## config.mk

```make
export PLATFORM = sky130hd
export DESIGN_NAME = instruction_fetch_unit
export DESIGN_NICKNAME = d
export VERILOG_FILES = /design/src/rtl/instruction_fetch_unit.sv
export SDC_FILE = /design/constraint.sdc
export NUM_CORES = 1
export LEC_CHECK = 0
export ABC_CLOCK_PERIOD_IN_PS = 2300
export CORE_MARGIN = 2
export CORE_UTILIZATION = 44
export CTS_CLUSTER_SIZE = 12
export DETAILED_ROUTE_END_ITERATION = 12
export PLACE_DENSITY = 0.8
export SLEW_MARGIN = 20
export SYNTH_ARGS = -nofsm -noshare
export SYNTH_HDL_FRONTEND = slang
export SYNTH_SLANG_ARGS = --single-unit
```

## constraint.sdc

```tcl
create_clock -name clk -period 2.3 [get_ports clk]
set_clock_uncertainty 0.1 [all_clocks]
set_input_delay 0.23 -clock clk [delete_from_list [all_inputs] [get_ports clk]]
set_output_delay 0.23 -clock clk [all_outputs]
set_load 0.1 [all_outputs]
```

## src/rtl/instruction_fetch_unit.sv

```systemverilog
// ============================================================================
// instruction_fetch_unit
// ----------------------------------------------------------------------------
// Fetch stage that sits directly in front of the instruction memory.
// It drives the memory address (program counter) and program select, latches
// each returned instruction into an instruction register (IR), and presents
// the decoded fields to the execute stage over a valid/ready handshake.
// The HALT opcode is consumed here: it is never issued, and fetching stops
// until the next start pulse.
//
// Sequence per instruction:
//   FETCH : memory read is combinational; load IR (or stop on HALT)
//   ISSUE : present IR fields with instrValid, wait for instrReady
//
// Ports:
//   clk              system clock, all state changes on the rising edge
//   reset            synchronous, active-high reset
//   start            one-cycle pulse, begins a program at address 0
//   programSelectIn  program choice, captured only on an accepted start
//   programSelect    latched program select, drives instruction memory
//   address          program counter, drives instruction memory
//   instruction      combinational read data from instruction memory
//   instrValid       decoded instruction presented to execute
//   instrReady       execute accepts the presented instruction
//   opcode           IR[15:12]
//   fieldA           IR[11:8]  destination register
//   fieldB           IR[7:4]   source 1 register
//   fieldC           IR[3:0]   source 2 register
//   imm              IR[7:0]   immediate for Set to Constant
//   busy             high while fetching or issuing
//   halted           high after a HALT has been fetched
//   instrCount       instructions issued since the last start, saturates at 255
// ============================================================================
module instruction_fetch_unit #(
    parameter int         ADDR_WIDTH  = 8,
    parameter int         INSTR_WIDTH = 16,
    parameter logic [3:0] HALT_OPCODE = 4'b1110
) (
    input  logic                   clk,
    input  logic                   reset,
    input  logic                   start,
    input  logic [1:0]             programSelectIn,
    output logic [1:0]             programSelect,
    output logic [ADDR_WIDTH-1:0]  address,
    input  logic [INSTR_WIDTH-1:0] instruction,
    output logic                   instrValid,
    input  logic                   instrReady,
    output logic [3:0]             opcode,
    output logic [3:0]             fieldA,
    output logic [3:0]             fieldB,
    output logic [3:0]             fieldC,
    output logic [7:0]             imm,
    output logic                   busy,
    output logic                   halted,
    output logic [7:0]             instrCount
);

    // ------------------------------------------------------------------------
    // State encoding
    // ------------------------------------------------------------------------
    typedef enum logic [1:0] {
        S_IDLE   = 2'd0,
        S_FETCH  = 2'd1,
        S_ISSUE  = 2'd2,
        S_HALTED = 2'd3
    } state_t;

    localparam logic [7:0] COUNT_MAX = 8'hFF;

    // ------------------------------------------------------------------------
    // Registers and their next-state values
    // ------------------------------------------------------------------------
    state_t                 r_state;
    state_t                 w_state_next;
    logic [ADDR_WIDTH-1:0]  r_pc;
    logic [ADDR_WIDTH-1:0]  w_pc_next;
    logic [1:0]             r_prog_sel;
    logic [1:0]             w_prog_sel_next;
    logic [INSTR_WIDTH-1:0] r_ir;
    logic [INSTR_WIDTH-1:0] w_ir_next;
    logic [7:0]             r_count;
    logic [7:0]             w_count_next;

    // Decoded status, produced alongside the next-state logic
    logic                   w_instr_valid;
    logic                   w_busy;
    logic                   w_halted;

    // The opcode field of the word currently on the memory read port
    logic                   w_is_halt;

    assign w_is_halt = (instruction[INSTR_WIDTH-1 -: 4] == HALT_OPCODE);

    // ------------------------------------------------------------------------
    // State register
    // ------------------------------------------------------------------------
    always_ff @(posedge clk) begin
        if (reset) begin
            // NOTE: the IR is reset along with the control state so that the
            // field outputs read as zero straight out of reset.
            r_state    <= S_IDLE;
            r_pc       <= '0;
            r_prog_sel <= '0;
            r_ir       <= '0;
            r_count    <= '0;
        end else begin
            // NOTE: non-blocking assignments here, so every register samples
            // the values computed from the previous cycle's state.
            r_state    <= w_state_next;
            r_pc       <= w_pc_next;
            r_prog_sel <= w_prog_sel_next;
            r_ir       <= w_ir_next;
            r_count    <= w_count_next;
        end
    end

    // ------------------------------------------------------------------------
    // Next-state and output decode
    // ------------------------------------------------------------------------
    always_comb begin
        // NOTE: every signal written in this block gets a default first, so
        // no branch can leave one unassigned and infer a latch.
        w_state_next    = r_state;
        w_pc_next       = r_pc;
        w_prog_sel_next = r_prog_sel;
        w_ir_next       = r_ir;
        w_count_next    = r_count;
        w_instr_valid   = 1'b0;
        w_busy          = 1'b0;
        w_halted        = 1'b0;

        unique case (r_state)
            S_IDLE, S_HALTED: begin
                w_halted = (r_state == S_HALTED);
                // programSelect is only ever updated here, which keeps it
                // frozen for the whole time the unit is busy.
                if (start) begin
                    w_state_next    = S_FETCH;
                    w_pc_next       = '0;
                    w_prog_sel_next = programSelectIn;
                    w_count_next    = '0;
                end
            end

            S_FETCH: begin
                w_busy = 1'b1;
                // A HALT word is dropped without touching the IR or PC, so
                // address keeps pointing at the HALT location.
                if (w_is_halt) begin
                    w_state_next = S_HALTED;
                end else begin
                    w_ir_next    = instruction;
                    w_state_next = S_ISSUE;
                end
            end

            S_ISSUE: begin
                w_busy        = 1'b1;
                w_instr_valid = 1'b1;
                if (instrReady) begin
                    // PC wraps naturally at 2^ADDR_WIDTH; no flag is raised.
                    w_pc_next    = r_pc + ADDR_WIDTH'(1);
                    w_count_next = (r_count == COUNT_MAX) ? r_count
                                                          : r_count + 8'd1;
                    w_state_next = S_FETCH;
                end
            end

            default: begin
                w_state_next = S_IDLE;
            end
        endcase
    end

    // ------------------------------------------------------------------------
    // Outputs
    // ------------------------------------------------------------------------
    assign programSelect = r_prog_sel;
    assign address       = r_pc;
    assign instrValid    = w_instr_valid;
    assign busy          = w_busy;
    assign halted        = w_halted;
    assign instrCount    = r_count;

    // Fields come straight from the IR, so they stay stable while an issue
    // is stalled and keep the last value between issues.
    assign opcode = r_ir[15:12];
    assign fieldA = r_ir[11:8];
    assign fieldB = r_ir[7:4];
    assign fieldC = r_ir[3:0];
    assign imm    = r_ir[7:0];

endmodule

```

==> out/summary.txt, run 1 <==
Status: finished clean
Seq/Total Area, Yosys: 41.1%
Fin crit period: 1.93 ns
Clock latency on the worst-skew pair: 0.29 ns
WS Path Type: register to register
Largest net degree at the start of global routing: 23
DR WL met2: 1820 um
Count of final setup violators: 0
Dpl ws: 0.382 ns
Vias per Instance: 5.12
Initial antenna violation count: 0
Vias: 1525
Cts bufs inserted: 5
Uppermost layer routed: met4
Top-level port count: 67
FF+latch count, synth: 36
WL met1: 1700 um
Number of distinct library cells after synthesis: 46
Relative slew slack: 67.8%
CP Max Fanout: 7
PD cells: 915 nW/um^2
Wirelength per Cell: 12.8 um
Final HPWL DP: 2790 um
Netlist Area Pre-Place: 1760 sq um
Worst Hold Class: register to register
Post-CTS sizing: 0
Final Net Count: 276
Initial Utilization: 46.9%
P&R area growth vs syn: 35.8%
Post-synth EDFFs: 0
Worst EP arrival: 2.02 ns
Max H-tree Level: 2
Maxcap violations: 0
Most frequent cells in the layout: buf_4 (47), dfxtp_1 (34), nor2_1 (22)
Core ar.: 3740 sq um
Crit. End Element: register
RSZ-0062 raised after global routing: no
Fin. max-slew vios: 0
First-pass detailed-route iteration total: 4
Top_reg_cell synth: dfxtp_1
TNS Setup: 0 ns
Placer Congestion: 0.761
FP Rows: 22
Die Area: 4510 sq um
Die Wd: 67.2 um
ANT nets after route: 0
FFs w/ async S/R, synth: 0%
Clock-pin transition on the worst setup and hold timing paths: 0.07 ns
Worst Slack Setup Final: 0.371 ns
Fin. Hold Viols: 0
Crit path required time: 2.39 ns
Final period util: 83.9%
Max Fclk: 518 MHz
# DRC: 0
Max Buffers Root-to-Sink: 2
# diodes: 0
Syn nets: 217
GRT Residual Overflow: 0
CTS tree: done
Total power: 2.18 mW
Worst IR Drop VDD: 0.000608 V
DRT Wirelength: 3800 um
Routed length on met3: 238 um
CTS root buf: clkbuf_8
Fillers: 342
First-pass GRT wire length: 6160 um
Number of global-route vias before repair: 1373
Die H: 67.2 um
Startpoint Class: register
Initial drt markers: 90
Average cell area after synthesis: 9.24 sq um
Slew @ Worst Pin: 0.482 ns
Clock sink count: 36
Hold_buf cts: 0
Port bufs: 66
Post-CTS Setup Bufs: 0
Commonest non-fill, non-tap cell in the layout: buf_4
Yosys warnings: 0
Cell count after synthesis: 190
Fraction of layout cells with a size suffix above 1: 27.2%
GR Util All Layers: 18.0%
Leakage: 1.04 nW
[sequential cells by signal, indices dropped and copies added, names as in the netlist]
| name | count |
|---|---|
| programSelect | 2 |
| r_state | 2 |
| address | 8 |
| r_ir | 16 |
| instrCount | 8 |
[synthesized netlist by cell type (2+ instances only)]
master | count | area [sq um]
nor4_1 | 2 | 12.5
dfxtp_1 | 36 | 721
mux2i_1 | 13 | 130
nor3_1 | 4 | 20.0
nor2_1 | 22 | 82.6
a21oi_1 | 12 | 60.1
nand2_1 | 13 | 48.8
xnor2_1 | 5 | 43.8
nand3_1 | 7 | 35.0
nand4_1 | 3 | 18.8
clkbuf_1 | 5 | 18.8
inv_1 | 9 | 33.8
buf_4 | 10 | 75.1
ha_1 | 5 | 62.6
nor2b_1 | 6 | 37.5
o32ai_1 | 2 | 17.5
o31ai_1 | 2 | 15.0
or3_1 | 2 | 12.5
o21ai_0 | 4 | 20.0
nor4b_2 | 2 | 30.0
[per-layer routing]
metal / up-vias / track usage, %
li1: 774 / -
met1: 707 / 22.5
met2: 40 / 28.1
met3: 4 / 6.33
met4: 0 / 7.40
met5: - / 0
[report_power, final]
part | leakage (nW) | internal (mW) | switching, mW | total [mW]
sequential | 0.294 | 0.675 | 0.0368 | 0.712
clock | 0.0455 | 0.244 | 0.215 | 0.460
combinational | 0.701 | 0.271 | 0.739 | 1.01
[logic make-up (layout without fill, tap and decap cells)]
group	count (synthesis)	count (layout)	share of synthesized area, %
xor+xnor	6	6	2.99
mux	15	15	9.55
compound gates	30	30	12.6
simple gates	72	72	22.0
buf+inv	26	86	8.20
fa+ha+maj	5	5	3.56
flops	36	36	41.1
[worst max-delay path: stages, from the launching register on]
cell      delay [ns]
dfxtp_1         0.39
inv_1           0.06
ha_2            0.42
mux2_4          0.21
o311ai_4        0.13
or2_4           0.28
o41ai_2         0.25
[final cells by class]
class                      count  area (sq um)  share of cell area (%)
inverter                       9          33.8                    1.42
tap                           48          60.1                    2.52
multi-input combinational    128           893                    37.5
sequential                    36           723                    30.3
timing repair buffer          69           583                    24.5
clock buffer                   8          90.1                    3.78
[through the flow]
step	std cells	area, sq um	hold WS [ns]	utilization, %
floorplan	190	1760	0.274	-
global placement	290	2290	0.345	61.3
detailed placement	290	2290	0.355	61.3
CTS	298	2380	0.365	63.7
global route	298	2380	0.385	63.7
finish	298	2380	0.361	63.7
[worst paths after layout]
kind	startpoint	end	slack [ns]	depth (start not counted)
max	r_state[0]$_SDFFE_PP0P_	instrCount[3]$_SDFFE_PP0P_	0.37	6
min	programSelect[1]$_SDFFE_PP0P_	programSelect[1]$_SDFFE_PP0P_	0.36	2
max reg2reg	r_state[0]$_SDFFE_PP0P_	instrCount[3]$_SDFFE_PP0P_	0.37	6
min reg2reg	programSelect[1]$_SDFFE_PP0P_	programSelect[1]$_SDFFE_PP0P_	0.36	2
Note: power is estimated with default switching activity, not from simulation.
==> run 2, diff against run 1 <==
Settings changed: ABC_CLOCK_PERIOD_IN_PS 2300 to 1570, CORE_UTILIZATION 44 to 39, PLACE_DENSITY 0.8 to 0.75.
Clock period 2.3 ns to 1.57 ns, I/O delays scaled along.
==> run 2 against run 1 <==
Against the previous run: the run now ends with negative setup slack left; critical path depth rose by 1; non-clock buffer count rose by 32; final cell count is 12% higher; via count increased by 14%; routed wire length grew 37%; critical path type unchanged; design area increased by 46%; register-to-register slack worse by 0.52 ns; worst hold slack got worse by 0.025 ns; die area up 12%.
==> out/summary.txt, run 2 (synthesis results as in run 1) <==
Status: finished with violations
Worst Slack Setup Final: -0.146 ns
Die Wd: 71.1 um
Wirelength per Cell: 15.6 um
Placer Congestion: 0.805
Logic gate share of total power: 53.1%
Failing checks: negative setup slack
Max Fclk: 583 MHz
Slowest Stage Delay on Critical Path: 0.34 ns
Sw power: 1.67 mW
Hold_ws: 0.336 ns
Max FFs per register: 16
Hold_buf cts: 0
Total power: 3.93 mW
PD cells: 1130 nW/um^2
CP Max Fanout: 7
TNS Setup: -0.975 ns
Top-level port count: 67
Worst IR Drop VDD: 0.000940 V
Cts bufs inserted: 5
Final period util: 109%
First-pass GRT wire length: 8340 um
Switching share of power: 42.5%
Die H: 71.1 um
R2R cell count: 7
Crit path required time: 1.67 ns
Internal: 2.26 mW
Count of final setup violators: 13
Most frequent cells in the layout: buf_12 (48), buf_4 (28), nor2_1 (21), clkdlybuf4s50_1 (21), dfxtp_2 (15)
RSZ-0062 raised after global routing: yes
Crit. End Element: register
Fillers: 242
Fin. Hold Viols: 0
Leakage: 1.39 nW
Hold Path End: programSelect[0]$_SDFFE_PP0P_
Maxcap violations: 0
WHS Path Cells: 3
Initial drt markers: 79
P&R area growth vs syn: 98.6%
Fin crit period: 1.72 ns
Fraction of layout cells with a size suffix above 1: 54.6%
Final Net Count: 308
ANT nets after route: 0
Vias: 1740
Cell chain of the critical path: inv_2 > ha_4 > mux2i_4 > buf_12 > nor2_4 > nand4_1 > a221oi_2
Commonest non-fill, non-tap cell in the layout: buf_12
DRT Wirelength: 5210 um
Final HPWL DP: 3690 um
Slew @ Worst Pin: 0.368 ns
# diodes: 0
Die Area: 5050 sq um
CP max-delay cell: dfxtp_2
Largest register by flop count: r_ir
Relative slew slack: 75.4%
First-pass detailed-route iteration total: 4
Max H-tree Level: 2
CTS tree: done
Reg2reg end: instrCount[7]$_SDFFE_PP0P_
Number of global-route vias before repair: 1852
Clock latency on the worst-skew pair: 0.29 ns
Worst Hold Class: input port to register
WS Path Type: register to register
R2r startpoint: r_state[0]$_SDFFE_PP0P_
Critical path buffers and inverters: 2
Seq pwr share: 27.5%
Vias per Instance: 5.21
FP Rows: 24
Worst EP arrival: 1.81 ns
Core ar.: 4350 sq um
HP Start: programSelectIn[0]
# DRC: 0
CTS root buf: clkbuf_8
Max Buffers Root-to-Sink: 2
Delay-heaviest family, CP: flip-flops
GR Util All Layers: 20.8%
Clock-pin transition on the worst setup and hold timing paths: 0.07 ns
FF-to-FF setup slack: -0.15 ns
Clock sink count: 36
Port bufs: 66
Initial antenna violation count: 0
Fin. max-slew vios: 0
Startpoint Class: register
Largest net degree at the start of global routing: 21
Clock group share of total power: 19.4%
GRT Residual Overflow: 0
Initial Utilization: 40.3%
run 2: cell types whose count changed in the layout (fill, tap and decap cells not counted), sizes merged:
cell	change
buf	+31
clkinv	+1
clkbuf	-1
inv	+1
run 2: through the flow:
stage               utilization, %  instance area, sq um  setup slack [ns]  cells
global route                  80.1                  3490            -0.199    334
global placement              73.6                  3200            -0.109    322
floorplan                        -                  1890            -0.145    190
CTS                           78.1                  3400            -0.118    332
finish                        80.1                  3490            -0.146    334
detailed placement            73.6                  3200            -0.179    322
run 2: layout make-up:
type / instances / area [sq um] / area share [%]
multi-input cells: 128 / 1060 / 30.5
clock buffers: 6 / 93.8 / 2.69
repair buffers: 101 / 1440 / 41.3
well taps: 52 / 65.1 / 1.87
clock inverters: 2 / 11.3 / 0.323
flip-flops and latches: 36 / 777 / 22.3
inverters: 9 / 33.8 / 0.969
run 2: power by group through the flow:
stage | Sequential, mW | Clock (mW) | Combinational [mW]
6_report | 1.08 | 0.762 | 2.09
5_1_grt | 1.09 | 0.806 | 2.17
4_1_cts | 1.08 | 0.773 | 2.00
3_5_place_dp | 1.10 | 0 | 1.92
3_3_place_gp | 1.10 | 0 | 1.89
2_1_floorplan | 1.51 | 0 | 0.787
run 2: timing repair:
item,CTS,global route
gates resized for setup,16,12
pin swaps,12,7
gates cloned,0,1
endpoints found under the setup margin,17,27
buffers inserted,2,2
run 2: worst min-delay path: stages:
cell and delay [ns]:
clkdlybuf4s50_1 0.40, nand3_1 0.07, a21oi_1 0.06
run 2: worst max path at each step:
stage,depth (start not counted),slack [ns],startpoint,end
5_1_grt,7,-0.20,r_state[0]$_SDFFE_PP0P_,instrCount[2]$_SDFFE_PP0P_
3_5_place_dp,5,-0.18,start,instrCount[0]$_SDFFE_PP0P_
2_1_floorplan,6,-0.15,r_state[0]$_SDFFE_PP0P_,instrCount[3]$_SDFFE_PP0P_
3_3_place_gp,5,-0.11,start,instrCount[3]$_SDFFE_PP0P_
6_report,7,-0.15,r_state[0]$_SDFFE_PP0P_,instrCount[7]$_SDFFE_PP0P_
4_1_cts,7,-0.12,r_state[0]$_SDFFE_PP0P_,instrCount[7]$_SDFFE_PP0P_
run 2: routing by layer:
metal / track usage [%] / up-vias / share of wire [%]
li1: - / 838 / -
met1: 22.9 / 818 / 38
met2: 36.3 / 68 / 52
met3: 7.41 / 16 / 7.4
met4: 8.18 / 0 / 2.4
met5: 0 / - / 0
==> run 3, diff against run 2 <==
Settings changed: SETUP_SLACK_MARGIN set to 0.1.
==> run 3 against run 2 <==
Against the previous run: the run still ends with negative setup slack left; largest cell class unchanged; first-iteration DRC count increased by 68%; worst hold slack improved by 0.022 ns; critical endpoint unchanged; global-route usage increased by 1.1 points; routed wire length increased by 20%; register-to-register slack got worse by 0.02 ns.
==> out/summary.txt, run 3 (synthesis results as in run 1) <==
Port bufs: 66
Crit path required time: 1.68 ns
FP Rows: 24
Status: finished with violations
Number of global-route vias before repair: 1867
RSZ-0062 raised after global routing: yes
Die H: 71.1 um
Worst Slack Setup Final: -0.166 ns
CP Launch Point: r_state[0]$_SDFFE_PP0P_
# DRC: 0
CP endpoint: instrCount[7]$_SDFFE_PP0P_
Fin crit period: 1.74 ns
Worst IR Drop VDD: 0.00116 V
Largest register by flop count: r_ir
Vias: 1817
Clock sink count: 36
# diodes: 0
Commonest non-fill, non-tap cell in the layout: buf_12
Largest net degree at the start of global routing: 21
Initial Utilization: 40.3%
WS Path Type: register to register
Max FFs per register: 16
Max H-tree Level: 2
Slew @ Worst Pin: 0.394 ns
ANT nets after route: 0
R2R cell count: 7
Hold_buf cts: 0
Initial antenna violation count: 0
PD cells: 1170 nW/um^2
Die Area: 5050 sq um
CP Max Fanout: 6
Worst Hold Class: input port to register
Die Wd: 71.1 um
Placer Congestion: 0.871
Count of final setup violators: 18
Wirelength per Cell: 18.6 um
CTS root buf: clkbuf_8
Fin. max-slew vios: 0
Clock latency on the worst-skew pair: 0.31 ns
Fin. Hold Viols: 0
First-pass detailed-route iteration total: 4
Final HPWL DP: 3590 um
Most frequent cells in the layout: buf_12 (46), buf_4 (24), nor2_1 (21), clkdlybuf4s50_1 (21), dfxtp_2 (15)
TNS Setup: -1.74 ns
Relative slew slack: 73.7%
M2 GR Usage: 37.9%
Routing usage on met1: 24.8%
Final period util: 111%
Vias per Instance: 5.39
Initial drt markers: 133
Final Net Count: 311
Top-level port count: 67
Cell Count, Final, Fillers Out: 337
P&R area growth vs syn: 104%
Cts bufs inserted: 5
M3 GR Usage: 7.98%
Leakage: 1.41 nW
Worst EP arrival: 1.85 ns
First-pass GRT wire length: 8710 um
Failing checks: negative setup slack
Core ar.: 4350 sq um
Fraction of layout cells with a size suffix above 1: 55.4%
GRT Residual Overflow: 0
CTS tree: done
Clock-pin transition on the worst setup and hold timing paths: 0.08 ns
Startpoint Class: register
Reg2reg end: instrCount[7]$_SDFFE_PP0P_
Fillers: 213
Maxcap violations: 0
GR Util All Layers: 21.9%
Post-placement cell count: 317
DRT Wirelength: 6260 um
Max Buffers Root-to-Sink: 2
FF-to-FF setup slack: -0.17 ns
Busiest layer in global routing: met2
R2r startpoint: r_state[0]$_SDFFE_PP0P_
Max Fclk: 576 MHz
Crit. End Element: register
==> run 3: through the flow <==
stage	total power, mW	setup WS [ns]	util [%]	hold WS (ns)	cell area (sq um)
global route	4.32	-0.240	82.1	0.373	3570
detailed placement	3.02	-0.174	72.5	0.395	3160
CTS	3.98	-0.0770	78.2	0.327	3400
finish	4.19	-0.166	82.1	0.358	3570
global placement	2.99	-0.117	72.5	0.382	3160
floorplan	2.32	-0.145	-	0.201	1900
==> run 3: worst min path at each step <==
stage | startpoint | end | slack [ns] | cells after the start
2_1_floorplan | instruction[0] | r_ir[0]$_SDFFE_PP0P_ | 0.20 | 2
3_3_place_gp | r_ir[12]$_SDFFE_PP0P_ | r_ir[12]$_SDFFE_PP0P_ | 0.38 | 2
3_5_place_dp | programSelect[1]$_SDFFE_PP0P_ | programSelect[1]$_SDFFE_PP0P_ | 0.40 | 2
4_1_cts | programSelectIn[0] | programSelect[0]$_SDFFE_PP0P_ | 0.33 | 3
5_1_grt | programSelectIn[0] | programSelect[0]$_SDFFE_PP0P_ | 0.37 | 3
6_report | programSelectIn[0] | programSelect[0]$_SDFFE_PP0P_ | 0.36 | 3
==> run 3: what timing repair did <==
action	in CTS	in global routing
gates resized for setup	18	25
setup endpoints to repair	19	35
cloned	0	1
setup buffers	6	6
pin swaps	15	20
==> run 3: report_power, final <==
part	internal [mW]	total (mW)	switching, mW
Combinational	0.941	2.25	1.31
Clock	0.472	0.854	0.383
Sequential	0.981	1.09	0.108
==> run 3: metal layers <==
layer	vias up	part of all wire (%)	wire (um)
met3	17	6.3	395
li1	843	-	-
met1	877	38	2390
met5	-	0	0
met2	80	53	3320
met4	0	2.4	149
==> run 3: final cells by class <==
class / instances / area, sq um / area share (%)
clock buffer: 5 / 68.8 / 1.93
clock inverter: 3 / 41.3 / 1.16
inverter: 9 / 37.5 / 1.05
multi-input combinational: 128 / 1110 / 31.1
sequential: 36 / 777 / 21.7
tap: 52 / 65.1 / 1.82
timing repair buffer: 104 / 1470 / 41.2
==> run 3: worst max-delay path, stage by stage (launching register included) <==
cell	delay (ns)
dfxtp_2	0.35
inv_2	0.05
ha_4	0.24
mux2i_4	0.20
buf_6	0.13
nor2_4	0.19
nand4_1	0.14
a221oi_2	0.25
